--- src/rtl/framer_tx.sv ---
// framer_tx: serial frame transmitter for the 1001-sync link.
//
// Each frame is the 4-bit SYNC word followed by NIBBLES payload nibbles.
// Bits leave MSB first, one per clock. Payload nibbles arrive over a
// valid/ready handshake. A nibble accepted in cycle t is driven on the line
// in cycles t+1..t+4. A missing nibble is sent as 0000 and sets a sticky
// underrun flag.
//
// Ports:
//   clk         rising-edge clock, one serial bit per cycle
//   reset       synchronous, active-high reset
//   en          transmit enable, only acted on at a frame boundary
//   data_in     payload nibble
//   data_valid  data_in holds a valid nibble
//   data_ready  nibble is taken this cycle if data_valid=1 (registered)
//   out         serial line (registered)
//   frame       high during the first sync bit of every frame (registered)
//   count       frames fully transmitted, wraps 255->0
//   flag        sticky underrun indicator
module framer_tx #(
    parameter logic [3:0]  SYNC    = 4'b1001,
    parameter int unsigned NIBBLES = 8
) (
    input  logic       clk,
    input  logic       reset,
    input  logic       en,
    input  logic [3:0] data_in,
    input  logic       data_valid,
    output logic       data_ready,
    output logic       out,
    output logic       frame,
    output logic [7:0] count,
    output logic       flag
);

    typedef enum logic [1:0] {
        ST_IDLE,
        ST_SYNC,
        ST_DATA
    } state_t;

    localparam logic [5:0] LAST_NIB = 6'(NIBBLES - 1);

    state_t     state;
    logic [1:0] bit_idx;    // bit currently on the line, 3..0
    logic [5:0] nib_idx;    // payload nibble currently on the line
    logic [3:0] shift_reg;  // remaining bits of the current nibble, MSB next
    logic [3:0] fetched;    // nibble loaded at the end of a ready cycle

    // A missing nibble is replaced by zeros.
    always_comb begin
        fetched = data_valid ? data_in : '0;
    end

    // The registered outputs always describe the bit currently on the line.
    // Each edge therefore computes the next bit, so no input reaches an
    // output without passing through a flop.
    always_ff @(posedge clk) begin
        if (reset) begin
            state      <= ST_IDLE;
            bit_idx    <= '0;
            nib_idx    <= '0;
            shift_reg  <= '0;
            out        <= 1'b0;
            frame      <= 1'b0;
            data_ready <= 1'b0;
            count      <= '0;
            flag       <= 1'b0;
        end else begin
            frame      <= 1'b0;
            data_ready <= 1'b0;

            // A ready cycle without valid data is an underrun.
            if (data_ready && !data_valid) begin
                flag <= 1'b1;
            end

            case (state)
                ST_IDLE: begin
                    out <= 1'b0;
                    if (en) begin
                        state   <= ST_SYNC;
                        bit_idx <= 2'd3;
                        nib_idx <= '0;
                        out     <= SYNC[3];
                        frame   <= 1'b1;
                    end
                end

                ST_SYNC: begin
                    if (bit_idx != 2'd0) begin
                        bit_idx    <= bit_idx - 2'd1;
                        out        <= SYNC[bit_idx - 2'd1];
                        // The last sync bit doubles as the fetch cycle for nibble 0.
                        data_ready <= (bit_idx == 2'd1);
                    end else begin
                        state     <= ST_DATA;
                        bit_idx   <= 2'd3;
                        nib_idx   <= '0;
                        out       <= fetched[3];
                        shift_reg <= {fetched[2:0], 1'b0};
                    end
                end

                ST_DATA: begin
                    if (bit_idx != 2'd0) begin
                        bit_idx    <= bit_idx - 2'd1;
                        out        <= shift_reg[3];
                        shift_reg  <= {shift_reg[2:0], 1'b0};
                        // Bit 0 of every nibble except the last fetches the next one.
                        data_ready <= (bit_idx == 2'd1) && (nib_idx != LAST_NIB);
                    end else if (nib_idx != LAST_NIB) begin
                        nib_idx   <= nib_idx + 6'd1;
                        bit_idx   <= 2'd3;
                        out       <= fetched[3];
                        shift_reg <= {fetched[2:0], 1'b0};
                    end else begin
                        // Frame complete. en decides between back-to-back and idle.
                        count   <= count + 8'd1;
                        nib_idx <= '0;
                        if (en) begin
                            state   <= ST_SYNC;
                            bit_idx <= 2'd3;
                            out     <= SYNC[3];
                            frame   <= 1'b1;
                        end else begin
                            state   <= ST_IDLE;
                            bit_idx <= '0;
                            out     <= 1'b0;
                        end
                    end
                end

                default: begin
                    state <= ST_IDLE;
                    out   <= 1'b0;
                end
            endcase
        end
    end

endmodule

--- config.mk ---
export PLATFORM = sky130hd
export DESIGN_NAME = framer_tx
export DESIGN_NICKNAME = d
export VERILOG_FILES = /design/src/rtl/framer_tx.sv
export SDC_FILE = /design/constraint.sdc
export NUM_CORES = 1
export LEC_CHECK = 0
export CAP_MARGIN = 40
export CORE_MARGIN = 3
export CORE_UTILIZATION = 25
export CTS_BUF_LIST = sky130_fd_sc_hd__clkbuf_4
export DETAILED_ROUTE_END_ITERATION = 8
export PLACE_DENSITY = 0.51
export SLEW_MARGIN = 20
export SYNTH_ARGS = -nofsm -noshare
export SYNTH_HDL_FRONTEND = slang
export SYNTH_SLANG_ARGS = --single-unit
--- constraint.sdc ---
create_clock -name clk -period 3.4 [get_ports clk]
set_input_delay 0.85 -clock clk [delete_from_list [all_inputs] [get_ports clk]]
set_output_delay 0.85 -clock clk [all_outputs]
set_load 0.05 [all_outputs]
==> impl_metrics.sql <==
INSERT INTO impl_metrics (metric_group, metric, value, unit) VALUES
('power', 'max-vdd-ir-drop', '0.0001653', 'V'),
('timing', 'final-hold-violation-count', '0', ''),
('die', 'core.rowCount', '26', ''),
('global_route', 'globalRouteTotalUtil', '10.33', '%'),
('timing', 'tightestPinTransition', '0.6911', 'ns'),
('min_path', 'hold_end', 'shift_reg[1]$_SDFFE_PP0P_', ''),
('setup_path', 'reg2reg_depth', '5', ''),
('timing', 'fin_skew', '0.002004', 'ns'),
('timing', 'finalMaxSlewViolations', '0', ''),
('setup_path', 'path_cells', 'clkdlybuf4s50_1', ''),
('route', 'drt-initial-drc-count', '83', ''),
('die', 'coreArea', '5205', 'um^2'),
('route', 'vias_per_cell', '4.780', ''),
('synthesis', 'synth_area', '1363', 'um^2'),
('timing', 'worst_slew_margin_rel', '53.57', '%'),
('synthesis', 'synth.top_cells.by_area', 'sky130_fd_sc_hd__dfxtp_1 (37%), sky130_fd_sc_hd__ha_1 (7.3%), sky130_fd_sc_hd__a21oi_1 (6.2%), sky130_fd_sc_hd__nand2_1 (5.0%), sky130_fd_sc_hd__nor2_1 (3.6%)', ''),
('setup_path', 'critPathRequiredTime', '2.55', 'ns'),
('setup_path', 'worstSetupEndpointType', 'output port', ''),
('synthesis', 'synth_flop_cell', 'sky130_fd_sc_hd__dfxtp_1', ''),
('finish', 'area_overhead_of_the_layout_relative_to_synthesis', '20.66', '%'),
('setup_path', 'critical_path_start_type', 'flop', ''),
('cts', 'cts_tree', 'done', ''),
('cts', 'htreeDepth', '1', ''),
('route', 'drt-wirelength-per-cell', '12.08', 'um'),
('synthesis', 'synth_top_area_share', '36.73', '%'),
('synthesis', 'syn-instance-count', '171', ''),
('finish', 'layout.cells.most_common', 'sky130_fd_sc_hd__dfxtp_1', ''),
('finish', 'mostFrequentLayoutCells', 'sky130_fd_sc_hd__dfxtp_1 (25), sky130_fd_sc_hd__clkdlybuf4s50_1 (19), sky130_fd_sc_hd__nand2_1 (18)', ''),
('synthesis', 'synthDistinctLibCells', '37', ''),
('setup_path', 'path_buf_inv', '1', ''),
('global_route', 'grt_max_degree', '15', ''),
('job', 'maxCapViolations', '0', ''),
('place', 'buffer_ports.inserted', '19', ''),
('synthesis', 'synth-edff-count', '0', ''),
('place', 'dpl-instance-area', '1617', 'um^2'),
('timing', 'final.hold.worst_slack', '0.4722', 'ns'),
('timing', 'finalSetupTns', '0', 'ns'),
('min_path', 'holdCritStartpoint', 'shift_reg[1]$_SDFFE_PP0P_', ''),
('cts', 'post_cts_resized', '0', ''),
('route', 'drc', '0', ''),
('synthesis', 'yosys.area.top_type', 'sky130_fd_sc_hd__dfxtp_1', ''),
('min_path', 'hp-class', 'flop to flop', ''),
('cts', 'cts_bufs_inserted', '3', ''),
('finish', 'diodes', '0', ''),
('finish', 'nets', '206', ''),
('global_route', 'number_of_global_route_vias_before_repair', '1097', ''),
('synthesis', 'ys_seq_area_share', '36.73', '%'),
('die', 'num_ports', '20', ''),
('place', 'routabilityCongestion', '0.7544', ''),
('die', 'starting_density_of_the_core', '26.18', '%'),
('run_status', 'outcome', 'finished clean', ''),
('route', 'vias', '1238', ''),
('finish', 'finish.instance_area', '1644', 'um^2'),
('power', 'leakagePower', '0.5873', 'nW'),
('setup_path', 'setup.reg_to_reg.worst_slack', '1.05', 'ns'),
('cts', 'root_buffer', 'sky130_fd_sc_hd__clkbuf_4', ''),
('synthesis', 'async_reset_ff_share', '0', '%'),
('die', 'die_height', '79.83', 'um'),
('timing', 'rsz0062_at_grt', 'no', ''),
('setup_path', 'maximum_single_stage_delay_on_the_critical_path', '0.84', 'ns'),
('route', 'detail-route-antenna-nets', '0', ''),
('global_route', 'grt-ovfl-total', '0', ''),
('cts', 'clkLatencyLatePin', '0.33', 'ns'),
('synthesis', 'syn_area_per_cell', '7.968', 'um^2'),
('global_route', 'grt_antenna_before_repair', '0', ''),
('cts', 'clock_sinks', '25', ''),
('setup_path', 'worst_path_dominant_cell_family', 'buffers and inverters', ''),
('finish', 'largest_register_ff_count', '8', ''),
('die', 'die_w', '79.83', 'um'),
('cts', 'number_of_buffers_on_the_longest_clock_path', '2', ''),
('route', 'routed_wirelength', '3130', 'um');
## through the flow
stage	cells	util (%)	power, W	setup WS (ns)
2_1_floorplan	171	-	0.0006394	1.411
3_3_place_gp	254	30.99	0.0007384	0.9092
3_5_place_dp	255	31.06	0.0007391	0.8979
4_1_cts	259	31.59	0.0008844	0.9008
5_1_grt	259	31.59	0.0009502	0.8204
6_report	259	31.59	0.0008679	0.9310
## metal layers
layer	vias up	GRT usage (%)	share of wire, %
met5	-	0	0
met4	0	1.014	0
met3	0	3.273	6.0
met2	25	15.69	42
met1	570	14.75	52
li1	643	-	-
## synthesized netlist by cell type (3+ instances only)
cell type and instances:
sky130_fd_sc_hd__nor3_1 6, sky130_fd_sc_hd__nor4_1 3, sky130_fd_sc_hd__ha_1 8, sky130_fd_sc_hd__nand2_1 18, sky130_fd_sc_hd__xnor2_1 3, sky130_fd_sc_hd__nor2b_1 5, sky130_fd_sc_hd__o21ai_0 7, sky130_fd_sc_hd__a21oi_1 17
sky130_fd_sc_hd__nor2_1 13, sky130_fd_sc_hd__or3_1 3, sky130_fd_sc_hd__nand3_1 9, sky130_fd_sc_hd__or2_2 3, sky130_fd_sc_hd__dfxtp_1 25, sky130_fd_sc_hd__clkbuf_1 5, sky130_fd_sc_hd__o41ai_1 3, sky130_fd_sc_hd__inv_1 12
sky130_fd_sc_hd__and2_1 3
## how the worst max path moves through the flow
stage | end | startpoint | slack (ns)
6_report | count[0] | count[0]$_SDFFE_PP0P_ | 0.93
5_1_grt | count[2] | count[2]$_SDFFE_PP0P_ | 0.82
4_1_cts | count[2] | count[2]$_SDFFE_PP0P_ | 0.90
3_5_place_dp | bit_idx[1]$_SDFFE_PP0P_ | en | 0.90
3_3_place_gp | bit_idx[1]$_SDFFE_PP0P_ | en | 0.91
2_1_floorplan | count[5]$_SDFFE_PP0P_ | bit_idx[0]$_SDFFE_PP0P_ | 1.41
## where the power goes
group	switching (W)	total, W	internal, W
logic	0.000227	0.000372	0.000145
registers	0.0000240	0.000359	0.000335
clock network	0.0000936	0.000138	0.0000442
total	0.000345	0.000868	0.000523
## worst min-delay path: cells and delay by family, from the launching register on
| kind | cells | cell delay [ns] |
|---|---|---|
| AO/OA/AOI/OAI | 1 | 0.05 |
| flip-flops | 1 | 0.34 |
| AND/OR/NAND/NOR | 1 | 0.05 |
## kinds of logic (layout without fill, tap and decap cells)
| kind of cell | count (synthesis) | count (layout) | synth area share [%] |
|---|---|---|---|
| adder cells (fa/ha/maj) | 8 | 8 | 7.346 |
| flip-flops | 25 | 25 | 36.73 |
| XOR/XNOR | 5 | 5 | 3.215 |
| AND/OR/NAND/NOR | 73 | 73 | 27.36 |
| buffers and inverters | 19 | 37 | 5.876 |
| AO/OA/AOI/OAI | 40 | 40 | 18.73 |
| multiplexers | 1 | 1 | 0.7346 |
## cell type report
cell class	instances	area, um^2
Clock inverter	1	5.005
Clock buffer	3	22.52
Tap cell	70	87.58
Inverter	12	45.04
Timing Repair Buffer	21	201.4
Multi-Input combinational cell	127	782.0
Sequential cell	25	500.5
Fill cell	576	3561
(Power assumes the default switching activity.)
